File: src/rtl/mul_pkg.sv
// Shared types and helpers for the RV32M multicycle multiply unit.
package mul_pkg;

    localparam int unsigned XLEN = 32;
    localparam int unsigned PLEN = 64;

    typedef enum logic [2:0] {
        F3_MUL    = 3'b000,
        F3_MULH   = 3'b001,
        F3_MULHSU = 3'b010,
        F3_MULHU  = 3'b011
    } funct3_e;

    typedef enum logic [1:0] {
        MULOP_SS = 2'd1,
        MULOP_SU = 2'd2,
        MULOP_UU = 2'd3
    } mulop_e;

    typedef enum logic [1:0] {
        IDLE,
        CALC,
        DONE
    } state_e;

    typedef struct packed {
        logic [XLEN-1:0] a;
        logic [XLEN-1:0] b;
        mulop_e          mulop;
        logic [PLEN-1:0] p;
    } cache_entry_t;

    // MUL only needs the low word, so any signedness mode works; SS is used.
    function automatic mulop_e funct3_to_mulop(input logic [2:0] f3);
        case (f3)
            F3_MULHSU: return MULOP_SU;
            F3_MULHU:  return MULOP_UU;
            default:   return MULOP_SS;
        endcase
    endfunction

    function automatic logic [XLEN-1:0] select_word(input logic [2:0] f3,
                                                    input logic [PLEN-1:0] p);
        return (f3 == F3_MUL) ? p[XLEN-1:0] : p[PLEN-1:XLEN];
    endfunction

endpackage

File: src/rtl/mul_if.sv
// Request/response bundle between EX and the multiply unit.
interface mul_if;

    logic                      start_i;
    logic [2:0]                funct3_i;
    logic [mul_pkg::XLEN-1:0]  rs1_i;
    logic [mul_pkg::XLEN-1:0]  rs2_i;
    logic                      flush_i;
    logic                      busy_o;
    logic                      done_o;
    logic [mul_pkg::XLEN-1:0]  result_o;

    modport master (
        output start_i, funct3_i, rs1_i, rs2_i, flush_i,
        input  busy_o, done_o, result_o
    );

    modport slave (
        input  start_i, funct3_i, rs1_i, rs2_i, flush_i,
        output busy_o, done_o, result_o
    );

endinterface

File: src/rtl/wallace_mul.sv
// Combinational 32x32 -> 64 multiplier with per-operand signedness (SS/SU/UU).
module wallace_mul
    import mul_pkg::*;
(
    input  logic [XLEN-1:0] a_i,
    input  logic [XLEN-1:0] b_i,
    input  mulop_e          mulop_i,
    output logic [PLEN-1:0] p_o
);

    logic            a_sx;
    logic            b_sx;
    logic [PLEN-1:0] a_ext;
    logic [PLEN-1:0] b_ext;

    // Low 64 bits of the product of the extended operands are exact for all modes.
    always_comb begin
        a_sx  = (mulop_i != MULOP_UU) & a_i[XLEN-1];
        b_sx  = (mulop_i == MULOP_SS) & b_i[XLEN-1];
        a_ext = {{(PLEN-XLEN){a_sx}}, a_i};
        b_ext = {{(PLEN-XLEN){b_sx}}, b_i};
        p_o   = a_ext * b_ext;
    end

endmodule

File: src/rtl/mul_unit.sv
// Multicycle RV32M multiply unit: holds operands LATENCY cycles across wallace_mul,
// with a one-entry product cache so MULH*/MUL pairs on equal operands finish in one cycle.
module mul_unit
    import mul_pkg::*;
#(
    parameter int unsigned LATENCY = 2
) (
    input  logic  clk,
    input  logic  rst,
    mul_if.slave  bus
);

    localparam int unsigned CNT_W = (LATENCY > 1) ? $clog2(LATENCY) : 1;

    state_e          state_q, state_d;
    logic [CNT_W-1:0] cnt_q, cnt_d;
    logic [XLEN-1:0] a_q, a_d;
    logic [XLEN-1:0] b_q, b_d;
    logic [2:0]      f3_q, f3_d;
    mulop_e          mulop_q, mulop_d;
    logic            cache_valid_q, cache_valid_d;
    cache_entry_t    cache_q, cache_d;
    logic [XLEN-1:0] result_q, result_d;

    logic [PLEN-1:0] prod;
    mulop_e          req_mulop;
    logic            accept;
    logic            hit;

    // Tree sees only registered operands, so the multicycle path is clean.
    wallace_mul u_wallace_mul (
        .a_i     (a_q),
        .b_i     (b_q),
        .mulop_i (mulop_q),
        .p_o     (prod)
    );

    always_comb begin
        state_d       = state_q;
        cnt_d         = cnt_q;
        a_d           = a_q;
        b_d           = b_q;
        f3_d          = f3_q;
        mulop_d       = mulop_q;
        cache_valid_d = cache_valid_q;
        cache_d       = cache_q;
        result_d      = result_q;

        req_mulop = funct3_to_mulop(bus.funct3_i);
        accept    = bus.start_i & ~bus.flush_i & ~bus.funct3_i[2];
        hit       = cache_valid_q
                    && (bus.rs1_i == cache_q.a)
                    && (bus.rs2_i == cache_q.b)
                    && ((bus.funct3_i == F3_MUL) || (req_mulop == cache_q.mulop));

        case (state_q)
            // DONE accepts like IDLE so back-to-back ops issue without a bubble.
            IDLE, DONE: begin
                state_d = IDLE;
                if (accept) begin
                    a_d     = bus.rs1_i;
                    b_d     = bus.rs2_i;
                    f3_d    = bus.funct3_i;
                    mulop_d = req_mulop;
                    if (hit) begin
                        state_d  = DONE;
                        result_d = select_word(bus.funct3_i, cache_q.p);
                    end else begin
                        state_d = CALC;
                        cnt_d   = '0;
                    end
                end
            end
            CALC: begin
                if (bus.flush_i) begin
                    state_d = IDLE;
                end else if (cnt_q == CNT_W'(LATENCY - 1)) begin
                    cache_d.a     = a_q;
                    cache_d.b     = b_q;
                    cache_d.mulop = mulop_q;
                    cache_d.p     = prod;
                    cache_valid_d = 1'b1;
                    result_d      = select_word(f3_q, prod);
                    state_d       = DONE;
                end else begin
                    cnt_d = cnt_q + CNT_W'(1);
                end
            end
            default: state_d = IDLE;
        endcase
    end

    always_ff @(posedge clk) begin
        if (rst) begin
            state_q       <= IDLE;
            cnt_q         <= '0;
            a_q           <= '0;
            b_q           <= '0;
            f3_q          <= '0;
            mulop_q       <= MULOP_SS;
            cache_valid_q <= 1'b0;
            cache_q.a     <= '0;
            cache_q.b     <= '0;
            cache_q.mulop <= MULOP_SS;
            cache_q.p     <= '0;
            result_q      <= '0;
        end else begin
            state_q       <= state_d;
            cnt_q         <= cnt_d;
            a_q           <= a_d;
            b_q           <= b_d;
            f3_q          <= f3_d;
            mulop_q       <= mulop_d;
            cache_valid_q <= cache_valid_d;
            cache_q       <= cache_d;
            result_q      <= result_d;
        end
    end

    assign bus.busy_o   = (state_q == CALC);
    assign bus.done_o   = (state_q == DONE) & ~bus.flush_i;
    assign bus.result_o = result_q;

endmodule

File: src/flat_wrapper.sv
// flat-port wrapper written by rule: the top's interface ports become plain ports
module mul_unit_flat import mul_pkg::*;
#(
    parameter int unsigned LATENCY = 2
)
  (clk, rst, bus_start_i, bus_funct3_i, bus_rs1_i, bus_rs2_i, bus_flush_i, bus_busy_o, bus_done_o, bus_result_o);
  mul_if bus_i ();
  input  logic clk;
  input  logic rst;
  input wire logic [$bits(bus_i.start_i)-1:0] bus_start_i;
  input wire logic [$bits(bus_i.funct3_i)-1:0] bus_funct3_i;
  input wire logic [$bits(bus_i.rs1_i)-1:0] bus_rs1_i;
  input wire logic [$bits(bus_i.rs2_i)-1:0] bus_rs2_i;
  input wire logic [$bits(bus_i.flush_i)-1:0] bus_flush_i;
  output wire logic [$bits(bus_i.busy_o)-1:0] bus_busy_o;
  output wire logic [$bits(bus_i.done_o)-1:0] bus_done_o;
  output wire logic [$bits(bus_i.result_o)-1:0] bus_result_o;
  assign bus_i.start_i = bus_start_i;
  assign bus_i.funct3_i = bus_funct3_i;
  assign bus_i.rs1_i = bus_rs1_i;
  assign bus_i.rs2_i = bus_rs2_i;
  assign bus_i.flush_i = bus_flush_i;
  assign bus_busy_o = bus_i.busy_o;
  assign bus_done_o = bus_i.done_o;
  assign bus_result_o = bus_i.result_o;
  mul_unit #(.LATENCY(LATENCY)) u_core (.clk(clk), .rst(rst), .bus(bus_i));
endmodule
File: config.mk
export PLATFORM = sky130hd
export DESIGN_NAME = mul_unit_flat
export DESIGN_NICKNAME = d
export VERILOG_FILES = /design/src/rtl/mul_pkg.sv /design/src/rtl/mul_if.sv /design/src/rtl/wallace_mul.sv /design/src/rtl/mul_unit.sv /design/src/flat_wrapper.sv
export SDC_FILE = /design/constraint.sdc
export NUM_CORES = 2
export LEC_CHECK = 0
export BUFFER_PORTS_ARGS = -buffer_cell sky130_fd_sc_hd__buf_2
export CAP_MARGIN = 20
export CORE_UTILIZATION = 54
export DETAILED_ROUTE_END_ITERATION = 10
export PLACE_DENSITY_LB_ADDON = 0.3
export SYNTH_ARGS = -nofsm -noshare
export SYNTH_HDL_FRONTEND = slang
export SYNTH_SLANG_ARGS = --single-unit
File: constraint.sdc
create_clock -name clk -period 19 [get_ports clk]
set_clock_uncertainty 0.15 [all_clocks]
set_input_delay 0 -clock clk [delete_from_list [all_inputs] [get_ports clk]]
set_output_delay 0 -clock clk [all_outputs]
set_load 0.05 [all_outputs]
==> impl_results.md <==
* Leakage at 0.0233 uW
* Synth top area share at 47.0%
* Synth area leader: fa_1
* Clk buf depth at 3
* Most used cell, CP: fa_1
* Cells after Synth at 5593
* Final period util at 54.6%
* Worst r2r src: u_core.mulop_q[0]
* GRT Total Usage at 31.6%
* Placement Setup Slack at 8.77 ns
* Syn_nets at 7001
* Worst EP arrival at 10.64 ns
* Top cells by count, synth: nand2_1, inv_1, fa_1
* Final setup violating endpoints at 0
* Max Cap Viol at 0
* Port-buffer cells at 104
* Critical path data required time at 19.27 ns
* Mapped Area at 48000 sq um
* Crit path max fanout at 19
* Share of layout cells above drive strength 1 at 4.73%
* Worst path bufs/invs at 5
* Synth Flop Type: dfxtp_1
* Avg Vias per Cell at 5.59
* Fmax at 96.5 MHz
* Critical path class: reg -> reg
* Hold Crit Start: bus_rs1_i[26]
* Antenna-violating nets left at 0
* Die ar. at 90000 sq um
* TritonRoute pass-1 iters at 6
* Flops & latches, synth at 235
* Hold Crit Class: in -> reg
* Post-CTS setup buffers at 0
* Largest net degree at the start of global routing at 97
* WL per Instance at 20.2 um
* Post-synthesis xor/xnor area fraction at 2.30%
* Die Span Y at 300 um
* Row count at 108
* Max stage delay on crit path at 1.15 ns
* Worst path top cell family by delay: adder cells
* Power density over cell area at 25.6 nW/um^2
* Synth area leaders: fa_1, nand2_1, dfxtp_1, inv_1, ha_1
* DR iter-0 viols at 3369
* Maximum vdd drop at 75.0 uV
* CP Launch Type: flip-flop
* Cts bufs inserted at 25
* Final hold violation count at 0
* Vias in the first global route at 40100
* Slew Viols, Final at 0
* Die X at 300 um
* H-tree depth at 1
* Setup TNS Final at 0 ns
* Post-DP HPWL at 105000 um
* Post-synthesis area per instance at 8.58 sq um
* # IOs at 105
* Crit path from: u_core.mulop_q[0]
* Clock Sinks at 235
* Routed WL at 136000 um
* Antenna violations before repair at 15
* Reg area at 4710 sq um
* DRC at 0
* Root buffer cell: clkbuf_16
* CTS tree: done
* Reg clk slew, reported paths at 0.07 ns
* Area delta synth->final at 6.48%
* Adder-cell share of the synthesized area at 52.5%
* FFs w/ async S/R, synth at 0%
* Status: finished clean
* Synth unique cells at 79
* Yosys warns at 0
* Critical path capture point type: flip-flop
* First-pass GRT wire length at 221000 um
* Unrepaired setup endpoints after global routing: no
* Initial core utilization at 54.9%
* Fill cells at 7691
* Simple-gate share of the synthesized area at 16.4%
* Combinational family with the most area after synthesis: adder cells
* Final Critical Period at 10.37 ns
* Layout Nets at 6952
* Post-synthesis mux area share at 0.190%
* Count leader, synth: nand2_1
* Placer Congestion at 0.977
* Seq/Total Area, Yosys at 9.81%
* Final Worst Setup Slack at 8.63 ns
* Total gr overflow at 0
* Post-synth EDFFs at 0
* Slowest-stage cell, CP: fa_1
* Actual slew at the worst max-slew pin at 1.11 ns
* Post-synthesis compound-gate area fraction at 6.47%
* Slew margin rel. at 25.9%
* Via count at 37600
* Clk_lat worst skew at 0.53 ns
* Core Box Area at 87400 sq um
* Footprint of the multi-input gates at 37400 sq um
-- state kept, by name (all words and copies together) (netlist names) --
signal,flops
u_core.f3_q,3
u_core.state_q,2
u_core.cache_valid_q,1
u_core.b_q,32
u_core.cnt_q,1
u_core.mulop_q,2
u_core.cache_q,130
u_core.bus.result_o,32
u_core.a_q,32
-- cell families after synthesis --
| family | count (synthesis) |
|---|---|
| simple gates | 1805 |
| buf+inv | 1573 |
| fa+ha+maj | 1337 |
| compound gates | 508 |
| flops | 235 |
| xor+xnor | 126 |
| mux | 9 |
-- metal layers --
layer,share of wire [%],track usage [%]
met5,0.0096,0
met4,5.3,13.4
met3,7.5,3.10
met2,48,53.4
met1,39,41.6
-- report_power, final --
part           switching, uW  total (uW)  internal [uW]
Combinational            224         326            102
Clock                    207         478            271
Sequential              3.84         502            498
Total                    435        1310            871
-- layout by cell type, fill, tap and decap left out, types with 12 or more instances in the layout --
cell           count
a31oi_1           20
dlygate4sd3_1    107
xor2_1            49
dfxtp_1          233
xnor2_1           77
o211ai_1          12
o21bai_1          13
nand3_1           42
nor3_1            14
o21ai_0           47
fa_1            1125
nor2_1           101
buf_2            103
diode_2           13
nand2_1         1256
o21ai_1           16
clkbuf_16         25
and3_1            25
nand4_1           28
a21o_1            35
a21oi_1          270
ha_1             212
buf_4             83
inv_1           1199
and2_1           272
-- stage by stage --
stage,hold slack [ns],area (sq um),total power [uW],std cells,util [%]
after floorplan,-0.0140,48000,702,5593,-
after global placement,0.108,49200,810,6565,56.3
after detailed placement,0.115,49200,815,6565,56.3
after CTS,0.128,51000,1300,6715,58.4
after global routing,0.164,51100,1350,6728,58.4
final,0.152,51100,1310,6728,58.4
-- worst min-delay path, delay by kind of cell --
kind	cells	cell delay [ns]
buffers and inverters	2	0.67
AND/OR/NAND/NOR	1	0.06
AO/OA/AOI/OAI	1	0.06
-- final timing paths --
path	end	slack, ns	cells past startpoint
setup / recovery	u_core.bus.result_o[30]	8.63	26
hold / removal	u_core.a_q[26]	0.15	4
setup reg to reg	u_core.bus.result_o[30]	8.63	26
hold reg to reg	u_core.cache_q[62]	0.31	2
-- cell type report --
class,instances,share of cell area [%]
well taps,1155,2.83
multi-input cells,3785,73.2
diodes,13,0.0637
clock buffers,33,1.36
inverters,1203,8.84
flip-flops and latches,235,9.22
repair buffers,294,4.35
clock inverters,10,0.164
-- what timing repair did --
action	in CTS	in global routing
resized for setup	0	0
hold endpoints to repair	93	0
hold buffers	107	0
No activity file was read; power rests on OpenSTA's default activity.
